==> config.mk <==
export PLATFORM = sky130hd
export DESIGN_NAME = scramble_rand_server
export DESIGN_NICKNAME = d
export VERILOG_FILES = /design/src/rtl/scramble_rand_server.sv
export SDC_FILE = /design/constraint.sdc
export NUM_CORES = 1
export LEC_CHECK = 0
export BUFFER_PORTS_ARGS = -buffer_cell sky130_fd_sc_hd__buf_2
export CAP_MARGIN = 15
export CORE_MARGIN = 4
export CORE_UTILIZATION = 30
export CTS_CLUSTER_SIZE = 28
export DETAILED_ROUTE_END_ITERATION = 10
export PLACE_DENSITY = 0.49
export SLEW_MARGIN = 20
export SYNTH_ARGS = -nofsm -noshare
export SYNTH_HDL_FRONTEND = slang
export SYNTH_SLANG_ARGS = --single-unit
==> constraint.sdc <==
create_clock -name clk -period 3.36 [get_ports clk]
set_input_delay 0.168 -clock clk [delete_from_list [all_inputs] [get_ports clk]]
set_output_delay 0.168 -clock clk [all_outputs]
set_load 0.05 [all_outputs]
==> src/rtl/scramble_rand_server.sv <==
// Burst random-value responder: a request edge yields MOVES values in [0,RAND_MAX], then a done pulse.
// Latency: first rand_valid two cycles after the request edge; no backpressure, mix_state=0 aborts.
module scramble_rand_server #(
  parameter int          RAND_MAX = 31,
  parameter int          MOVES    = 8,
  parameter logic [15:0] SEED     = 16'hACE1,
  localparam int         OUT_W    = (RAND_MAX > 0) ? $clog2(RAND_MAX + 1) : 1
) (
  input  logic             clk,
  input  logic             rst_n,
  input  logic             rand_req,
  input  logic             mix_state,
  output logic [OUT_W-1:0] rand_value,
  output logic             rand_valid,
  output logic             busy,
  output logic             scramble_done
);

  localparam int               CNT_W = $clog2(MOVES + 1);
  localparam logic [15:0]      MASK  = 16'hB400;
  localparam logic [OUT_W-1:0] MAX_V = OUT_W'(RAND_MAX);
  localparam logic [CNT_W-1:0] LAST  = CNT_W'(MOVES - 1);

  typedef enum logic [1:0] {IDLE, DRAW, GAP, DONE} state_t;

  state_t           state, state_nxt;
  logic [15:0]      lfsr, lfsr_nxt;
  logic             req_d, start, accept;
  logic [CNT_W-1:0] count, count_nxt;
  logic [OUT_W-1:0] cand, value_nxt;
  logic             valid_nxt, busy_nxt, done_nxt;

  // Free-running Galois LFSR; the zero reload only matters if SEED is misconfigured.
  always_comb begin
    lfsr_nxt = {1'b0, lfsr[15:1]} ^ (lfsr[0] ? MASK : 16'h0000);
    if (lfsr == 16'h0000) lfsr_nxt = SEED;
  end

  assign start  = rand_req & ~req_d;
  assign cand   = lfsr[OUT_W-1:0];
  assign accept = (cand <= MAX_V) &&
                  ((count == '0) || (RAND_MAX == 0) || (cand != rand_value));

  always_ff @(posedge clk or negedge rst_n) begin
    if (!rst_n) begin
      state         <= IDLE;
      lfsr          <= SEED;
      req_d         <= 1'b0;
      count         <= '0;
      rand_value    <= '0;
      rand_valid    <= 1'b0;
      busy          <= 1'b0;
      scramble_done <= 1'b0;
    end else begin
      state         <= state_nxt;
      lfsr          <= lfsr_nxt;
      req_d         <= rand_req;
      count         <= count_nxt;
      rand_value    <= value_nxt;
      rand_valid    <= valid_nxt;
      busy          <= busy_nxt;
      scramble_done <= done_nxt;
    end
  end

  always_comb begin
    state_nxt = state;
    case (state)
      IDLE: if (start && mix_state) state_nxt = DRAW;
      DRAW: begin
        if (!mix_state)  state_nxt = IDLE;
        else if (accept) state_nxt = (count == LAST) ? DONE : GAP;
      end
      GAP:     state_nxt = mix_state ? DRAW : IDLE;
      DONE:    state_nxt = IDLE;
      default: state_nxt = IDLE;
    endcase
  end

  // Next values of the registered outputs; rand_value holds unless a draw is accepted.
  always_comb begin
    value_nxt = rand_value;
    count_nxt = count;
    valid_nxt = 1'b0;
    done_nxt  = 1'b0;
    busy_nxt  = busy;
    case (state)
      IDLE: begin
        busy_nxt = start && mix_state;
        if (start && mix_state) count_nxt = '0;
      end
      DRAW: begin
        if (!mix_state) begin
          busy_nxt = 1'b0;
        end else if (accept) begin
          value_nxt = cand;
          valid_nxt = 1'b1;
          count_nxt = count + 1'b1;
        end
      end
      GAP:  if (!mix_state) busy_nxt = 1'b0;
      DONE: begin
        busy_nxt = 1'b0;
        done_nxt = mix_state;
      end
      default: busy_nxt = 1'b0;
    endcase
  end

endmodule
==> results of run 1 <==
[flip-flops by register name, summed over array words and instances (netlist names)]
name	flops
lfsr	16
rand_value	5
count	4
state	2
busy	1
rand_valid	1
req_d	1
scramble_done	1
[power by group through the flow]
stage	logic [W]	registers [W]	clock network [W]
global route	0.000475	0.000485	0.000316
finish	0.000432	0.000480	0.000282
floorplan	0.000212	0.000601	0
CTS	0.000439	0.000480	0.000297
global placement	0.000426	0.000485	0
detailed placement	0.000436	0.000486	0
[area by class of cell]
class | count | share of cell area
Clock buffer | 6 | 0.0461
Inverter | 6 | 0.0143
Timing Repair Buffer | 13 | 0.0477
Sequential cell | 31 | 0.499
Clock inverter | 2 | 0.00795
Tap cell | 52 | 0.0413
Multi-Input combinational cell | 74 | 0.343
[path summary, 6_finish.rpt]
path | start | to
min in group asynchronous | rst_n | count[2]
min | mix_state | scramble_done
min reg2reg | lfsr[9] | lfsr[8]
max | state[1] | count[2]
max reg2reg | state[1] | count[2]
max in group asynchronous | rst_n | lfsr[8]
[logic make-up (layout without fill, tap and decap cells)]
kind of cell | Yosys count | count (layout) | synth area share
XOR/XNOR | 8 | 8 | 0.0504
AO/OA/AOI/OAI | 15 | 15 | 0.0782
multiplexers | 5 | 5 | 0.0405
adder cells (fa/ha/maj) | 7 | 7 | 0.0629
buffers and inverters | 15 | 27 | 0.0468
flip-flops | 31 | 31 | 0.565
AND/OR/NAND/NOR | 39 | 39 | 0.156
[through the flow]
stage | cells | hold WS (ns) | utilization
finish | 184 | 0.226 | 0.357
global route | 184 | 0.222 | 0.357
CTS | 184 | 0.216 | 0.357
detailed placement | 174 | 0.253 | 0.333
global placement | 174 | 0.249 | 0.333
floorplan | 120 | -0.128 | -
[Yosys cell counts]
cell and n:
sky130_fd_sc_hd__xnor2_1 7, sky130_fd_sc_hd__or4_1 2, sky130_fd_sc_hd__o31a_1 1, sky130_fd_sc_hd__a22o_1 1
sky130_fd_sc_hd__nor4_1 4, sky130_fd_sc_hd__nor3_2 1, sky130_fd_sc_hd__nand2_1 11, sky130_fd_sc_hd__nor3_1 1
sky130_fd_sc_hd__nor2_1 2, sky130_fd_sc_hd__and3b_1 1, sky130_fd_sc_hd__a21oi_1 1, sky130_fd_sc_hd__xor2_1 1
sky130_fd_sc_hd__and2_1 2, sky130_fd_sc_hd__o21ai_2 1, sky130_fd_sc_hd__clkbuf_1 7, sky130_fd_sc_hd__a31oi_1 1
sky130_fd_sc_hd__o211ai_1 1, sky130_fd_sc_hd__nor2b_1 2, sky130_fd_sc_hd__o21bai_1 2, sky130_fd_sc_hd__ha_1 7
sky130_fd_sc_hd__o21ai_0 3, sky130_fd_sc_hd__buf_2 1, sky130_fd_sc_hd__nand2b_1 10, sky130_fd_sc_hd__mux2_2 5
sky130_fd_sc_hd__nand3_1 1, sky130_fd_sc_hd__nand4_1 2, sky130_fd_sc_hd__a32o_1 1, sky130_fd_sc_hd__a22oi_1 2
sky130_fd_sc_hd__dfstp_2 8, sky130_fd_sc_hd__dfrtp_1 23, sky130_fd_sc_hd__o41ai_1 1, sky130_fd_sc_hd__buf_6 1
sky130_fd_sc_hd__inv_1 6
[layer usage]
layer / global-route usage / up-vias / part of all wire / routed length [um]
met2: 0.142 / 14 / 0.48 / 1150
li1: - / 423 / - / -
met3: 0.0378 / 5 / 0.037 / 90
met5: 0 / - / 0 / 0
met1: 0.112 / 424 / 0.47 / 1150
met4: 0.0367 / 0 / 0.011 / 27
==> metrics.log, run 1 <==
INFO  metric run_status = finished clean
INFO  metric htreeDepth = 2
INFO  metric vias_after_detailed_routing = 866
INFO  metric hold_fails_final_rpt = 0
INFO  metric grt_antenna_before_repair = 0
INFO  metric worstSetupStartpointType = register
INFO  metric regArea = 786 um2
INFO  metric postRouteWirelength = 2420 um
INFO  metric flow.area_growth_from_synthesis = 13.1%
INFO  metric timing.fmax = 558 MHz
INFO  metric leakage = 0.681 nW
INFO  metric crit_buf_inv = 1
INFO  metric clkLatencyLatePin = 0.28 ns
INFO  metric post-route-period-util = 0.533
INFO  metric worst_slew_margin_relative_to_its_limit = 0.561
INFO  metric post_dp_cell_area = 1470 um2
INFO  metric synthesized_instance_count = 120
INFO  metric final.fill_count = 428
INFO  metric cp.required = 3.57 ns
INFO  metric n_antenna_cell = 0
INFO  metric power.density_cell_area = 758 nW/um2
INFO  metric final-max-slew-violation-count = 0
INFO  metric drv.max_cap_violation_count = 0
INFO  metric seq_area_frac_synth = 0.565
INFO  metric layout-drive-gt1-share = 0.250
INFO  metric post-synth-top-area-fraction = 0.414
INFO  metric gr-total-overflow = 0
INFO  metric final_area = 1570 um2
INFO  metric floorplan.core_area = 4410 um2
INFO  metric clock_sink_count = 31
INFO  metric root_buffer = sky130_fd_sc_hd__clkbuf_8
INFO  metric die_area = 5790 um2
INFO  metric layout.cells.most_common_list = sky130_fd_sc_hd__dfrtp_1 (23), sky130_fd_sc_hd__nand2_1 (11), sky130_fd_sc_hd__buf_2 (11), sky130_fd_sc_hd__nand2b_1 (10), sky130_fd_sc_hd__dfstp_2 (8)
INFO  metric post_synth_instance_area = 1390 um2
INFO  metric detail_route.drc_violations = 0
INFO  metric post_cts.repair.setup_buffers = 0
INFO  metric hold_buffers = 2
INFO  metric drt_first_iter_violations = 44
INFO  metric rsz0062_at_grt = false
INFO  metric worst-path-max-fanout = 7
INFO  metric reg2reg_depth = 7
INFO  metric largest_net_degree_at_the_start_of_global_routing = 32
INFO  metric post_synthesis_cell_type_with_the_largest_combined_area = sky130_fd_sc_hd__dfrtp_1
INFO  metric groute.usage.overall = 0.0913
INFO  metric setup_total_negative_slack = 0 ns
INFO  metric drt.antenna.violating_nets = 0
INFO  metric cts_buffer_depth = 2
INFO  metric ff2ff_setup_slack = 1.57 ns
INFO  metric cts_inserted_buffers = 5
INFO  metric final_period_minus_worst_setup_slack = 1.79 ns
INFO  metric final-setup-viol-count = 0
INFO  metric cts_tree = done
INFO  metric avgSynthCellArea = 11.6 um2
INFO  metric wl_per_cell = 13.2 um
INFO  metric worst_margin_pin_slew = 0.658 ns
INFO  metric place_congestion = 0.859
INFO  metric ys_top_cells_by_area = sky130_fd_sc_hd__dfrtp_1 (41%), sky130_fd_sc_hd__dfstp_2 (15%), sky130_fd_sc_hd__ha_1 (6.3%), sky130_fd_sc_hd__nand2b_1 (4.5%), sky130_fd_sc_hd__xnor2_1 (4.4%)
INFO  metric place.port_buffers = 11
INFO  metric multi_input_area = 541 um2
INFO  metric detailedRoute.firstPassIterationCount = 4
INFO  metric synth_cell_type_count = 33
INFO  metric sequentialPowerShare = 0.402
INFO  metric yosysWarningCount = 0
INFO  metric timing.critical_path.max_delay_family = simple AND/OR/NAND/NOR gates
INFO  metric chipHeight = 76.1 um
INFO  metric timing.hold.worst_path_depth = 2
INFO  metric internal_power = 0.000720 W
INFO  metric fin_worst_skew = 0.00595 ns
INFO  metric crit_path_end_kind = register
INFO  metric initial_cell_density_of_the_core = 0.315
INFO  metric path_cells = inv_1, ha_1, nor2b_1, a31oi_1, nand2b_1, or4_1, o21ai_0
INFO  metric min-delay-path-class = in2reg
INFO  metric ctsResizeCount = 0
INFO  metric worst_path_max_delay_cell = sky130_fd_sc_hd__dfrtp_1
INFO  metric vias_per_cell = 4.71
INFO  metric top_level_ports = 12
INFO  metric fin_nets = 142
INFO  metric power_frac_comb = 0.362
INFO  metric ir_drop = 0.283 mV
INFO  metric place.detailed.hpwl = 1770 um
INFO  metric cts.reportedPaths.clkPinSlew = 0.07 ns
INFO  metric slowest_delay = 0.39 ns
INFO  metric criticalPathCategory = reg2reg
INFO  metric grt_first_pass_wirelength = 4190 um
INFO  metric arrival = 2.00 ns
INFO  metric first_global_vias = 882
INFO  metric layout_commonest_cell = sky130_fd_sc_hd__dfrtp_1
INFO  metric syn_nets = 131
INFO  metric cp_num_cells = 7
INFO  metric pwr-share-clk = 0.236
INFO  metric power.share.switching = 0.397
INFO  metric worst_slack_placed = 1.57 ns
INFO  metric row_count = 24
INFO  metric ys_seq_elements = 31
INFO  metric timing.final.ws_setup = 1.57 ns
INFO  metric die-width = 76.1 um
INFO  metric p_switching = 0.000474 W
INFO  metric power.total = 0.00119 W
Note: power is estimated with default switching activity, not from simulation.
==> run 2, diff against run 1 <==
- ABC_AREA: not set -> 1
- PLACE_DENSITY: 0.49 -> 0.5
- clock period: 3.36 -> 1.6 ns (I/O delays scaled with it)
==> run 2 against run 1 <==
Effect of this change:
- critical path depth rose by 4
- cell count rose by 33%
- combinational power rose to 2.8 times the previous value
- via count rose by 19%
- flip-flop and latch count did not move
- clock power rose by 140%
- register-to-register slack got worse by 1.4 ns
- critical endpoint is now rand_value[0]
- setup slack got worse by 1.4 ns
- routed wire length rose by 6.1%
- core utilization rose by 0.77 points
- non-clock buffer count rose by 4
==> metrics.log, run 2 <==
INFO  metric async_flop_share = 1.00
INFO  metric root_buffer = sky130_fd_sc_hd__clkbuf_8
INFO  metric layout.cells.most_common_list = sky130_fd_sc_hd__nand2_1 (45), sky130_fd_sc_hd__inv_1 (22), sky130_fd_sc_hd__dfrtp_1 (22), sky130_fd_sc_hd__buf_2 (11), sky130_fd_sc_hd__dfstp_2 (8)
INFO  metric timing.fmax = 679 MHz
INFO  metric place.detailed.hpwl = 1880 um
INFO  metric htreeDepth = 2
INFO  metric leading_register_cell_type_out_of_synthesis = sky130_fd_sc_hd__dfrtp_1
INFO  metric final_period_minus_worst_setup_slack = 1.47 ns
INFO  metric layout_commonest_cell = sky130_fd_sc_hd__nand2_1
INFO  metric maxUsedRoutingLayer = met4
INFO  metric vias_after_detailed_routing = 1,028
INFO  metric largest_register_ffs = 16
INFO  metric fin_nets = 188
INFO  metric largest_register = lfsr
INFO  metric sequentialPowerShare = 0.353
INFO  metric post-route-period-util = 0.920
INFO  metric power_frac_comb = 0.418
INFO  metric final_area = 1720 um2
INFO  metric row_count = 25
INFO  metric grt_first_pass_wirelength = 4510 um
INFO  metric die-width = 77.9 um
INFO  metric arrival = 1.68 ns
INFO  metric syn_nets = 173
INFO  metric place_congestion = 0.842
INFO  metric worstSetupStartpointType = register
INFO  metric crit_path_end_kind = register
INFO  metric worst-path-max-fanout = 11
INFO  metric worst_margin_pin_slew = 0.677 ns
INFO  metric cts_buffer_depth = 2
INFO  metric cts.reportedPaths.clkPinSlew = 0.07 ns
INFO  metric place.port_buffers = 11
INFO  metric ys_top_cells_by_area = sky130_fd_sc_hd__dfrtp_1 (39%), sky130_fd_sc_hd__dfstp_2 (14%), sky130_fd_sc_hd__nand2_1 (12%), sky130_fd_sc_hd__ha_1 (6.0%), sky130_fd_sc_hd__inv_1 (5.6%)
INFO  metric worst_path_max_delay_cell = sky130_fd_sc_hd__dfrtp_2
INFO  metric min-delay-path-class = in2reg
INFO  metric final-max-slew-violation-count = 0
INFO  metric final.fill_count = 478
INFO  metric synth_cell_type_count = 24
INFO  metric post-synth-top-area-fraction = 0.392
INFO  metric setup_total_negative_slack = 0 ns
INFO  metric ys_seq_elements = 31
INFO  metric post_synth_instance_area = 1470 um2
INFO  metric yosys-top-cells-count = sky130_fd_sc_hd__nand2_1 (45), sky130_fd_sc_hd__dfrtp_1 (23), sky130_fd_sc_hd__inv_1 (22), sky130_fd_sc_hd__dfstp_2 (8)
INFO  metric layout-drive-gt1-share = 0.281
INFO  metric route.met3.wl = 109 um
INFO  metric grt_antenna_before_repair = 0
INFO  metric synthesized_instance_count = 162
INFO  metric slowest_delay = 0.43 ns
INFO  metric yosysWarningCount = 0
INFO  metric wl_per_cell = 10.5 um
INFO  metric wl_met1 = 1260 um
INFO  metric leakage = 0.871 nW
INFO  metric path_cells = inv_1, ha_1, nand2_1, nor2_1, nor2_2, nand3_2, nand2_2, nor2_2, buf_12, nand2_1, o21ai_2
INFO  metric run_status = finished clean
INFO  metric post-route-util = 0.364
INFO  metric detailroute.wirelength.met2 = 1120 um
INFO  metric vias_per_cell = 4.20
INFO  metric groute.usage.overall = 0.0962
INFO  metric postRouteWirelength = 2570 um
INFO  metric most_repeated_cell_in_the_gate_level_netlist_after_synthesis = sky130_fd_sc_hd__nand2_1
INFO  metric timing.critical_path.max_delay_family = simple AND/OR/NAND/NOR gates
INFO  metric power.share.switching = 0.416
INFO  metric avgSynthCellArea = 9.05 um2
INFO  metric first_global_vias = 971
INFO  metric seq_area_frac_synth = 0.536
INFO  metric cts_tree = done
INFO  metric initial_cell_density_of_the_core = 0.310
INFO  metric synth-edff-count = 0
INFO  metric power.total = 0.00291 W
INFO  metric crit_buf_inv = 2
INFO  metric flow.area_growth_from_synthesis = 17.3%
INFO  metric post_dp_cell_area = 1590 um2
INFO  metric fin_worst_skew = 0.00949 ns
INFO  metric hold_fails_final_rpt = 0
INFO  metric cts_inserted_buffers = 5
INFO  metric pwr-share-clk = 0.228
INFO  metric largest_net_degree_at_the_start_of_global_routing = 32
INFO  metric die_area = 6070 um2
INFO  metric clkLatencyLatePin = 0.28 ns
INFO  metric ir_drop = 0.557 mV
INFO  metric p_switching = 0.00121 W
INFO  metric floorplan.core_area = 4720 um2
INFO  metric drt_first_iter_violations = 47
INFO  metric chipHeight = 77.9 um
INFO  metric clock_sink_count = 31
INFO  metric power.density_cell_area = 1690 nW/um2
INFO  metric detail_route.drc_violations = 0
INFO  metric largestRegisters = lfsr x16, rand_value x5, count x4
INFO  metric post_synthesis_cell_type_with_the_largest_combined_area = sky130_fd_sc_hd__dfrtp_1
INFO  metric rsz0062_at_grt = false
INFO  metric drt.antenna.violating_nets = 0
INFO  metric internal_power = 0.00170 W
INFO  metric n_antenna_cell = 0
INFO  metric worst_slew_margin_relative_to_its_limit = 0.549
INFO  metric gr-total-overflow = 0
INFO  metric cp.required = 1.80 ns
INFO  metric final-setup-viol-count = 0
INFO  metric criticalPathCategory = reg2reg
INFO  metric detailedRoute.firstPassIterationCount = 4
INFO  metric top_level_ports = 12
INFO  metric drv.max_cap_violation_count = 0
## run 2: repair_timing
action | in CTS | in global routing
endpoints found under the setup margin | 0 | 4
setup buffers | 0 | 1
hold buffers | 2 | 0
hold endpoints to repair | 24 | 0
resized for setup | 0 | 1
## run 2: power groups by stage
| stage | clock network (W) | registers, W | logic [W] |
|---|---|---|---|
| 3_3_place_gp | 0 | 0.00104 | 0.00118 |
| 4_1_cts | 0.000689 | 0.00103 | 0.00120 |
| 6_report | 0.000666 | 0.00103 | 0.00122 |
| 5_1_grt | 0.000721 | 0.00105 | 0.00137 |
| 3_5_place_dp | 0 | 0.00104 | 0.00120 |
| 2_1_floorplan | 0 | 0.00130 | 0.000646 |
## run 2: layout make-up
class | instances | area, um2 | share of cell area
flip-flops and latches | 31 | 787 | 0.457
multi-input cells | 97 | 538 | 0.313
repair buffers | 17 | 118 | 0.0684
clock buffers | 8 | 100 | 0.0582
inverters | 25 | 93.8 | 0.0545
well taps | 67 | 83.8 | 0.0487
## run 2: path summary, 6_finish.rpt
kind | start | end | slack (ns) | depth (start not counted)
max in group asynchronous | rst_n | count[0] | 0.75 | 2
worst min-delay path | mix_state | scramble_done | 0.08 | 3
worst min register to register | lfsr[9] | lfsr[8] | 0.38 | 0
worst max-delay path | count[0] | rand_value[0] | 0.13 | 11
min in group asynchronous | rst_n | count[3] | 0.37 | 2
worst max register to register | count[0] | rand_value[0] | 0.13 | 11
## run 2: per-layer routing
layer,up-vias,GRT usage
met2,19,0.133
met4,0,0.0559
met5,-,0
met1,483,0.125
met3,7,0.0406
li1,519,-
## run 2: stage by stage
step           worst slack [ns]  hold WS [ns]  cells
3_3_place_gp              0.140         0.154    234
5_1_grt                  0.0197         0.112    245
3_5_place_dp              0.117         0.165    234
4_1_cts                  0.0929        0.0839    244
6_report                  0.128        0.0828    245
2_1_floorplan            0.0241        -0.216    162
## run 2: cell families after synthesis
group           share of synthesized area
fa+ha+maj                          0.0597
compound gates                     0.0546
xor+xnor                           0.0179
simple gates                        0.235
flops                               0.536
buf+inv                            0.0973
## run 2: worst register-to-register path, cell delays in order (launching register included)
cell and delay (ns):
sky130_fd_sc_hd__dfrtp_2 0.43, sky130_fd_sc_hd__inv_1 0.07, sky130_fd_sc_hd__ha_1 0.14, sky130_fd_sc_hd__nand2_1 0.05
sky130_fd_sc_hd__nor2_1 0.12, sky130_fd_sc_hd__nor2_2 0.06, sky130_fd_sc_hd__nand3_2 0.07, sky130_fd_sc_hd__nand2_2 0.06
sky130_fd_sc_hd__nor2_2 0.13, sky130_fd_sc_hd__buf_12 0.15, sky130_fd_sc_hd__nand2_1 0.07, sky130_fd_sc_hd__o21ai_2 0.05
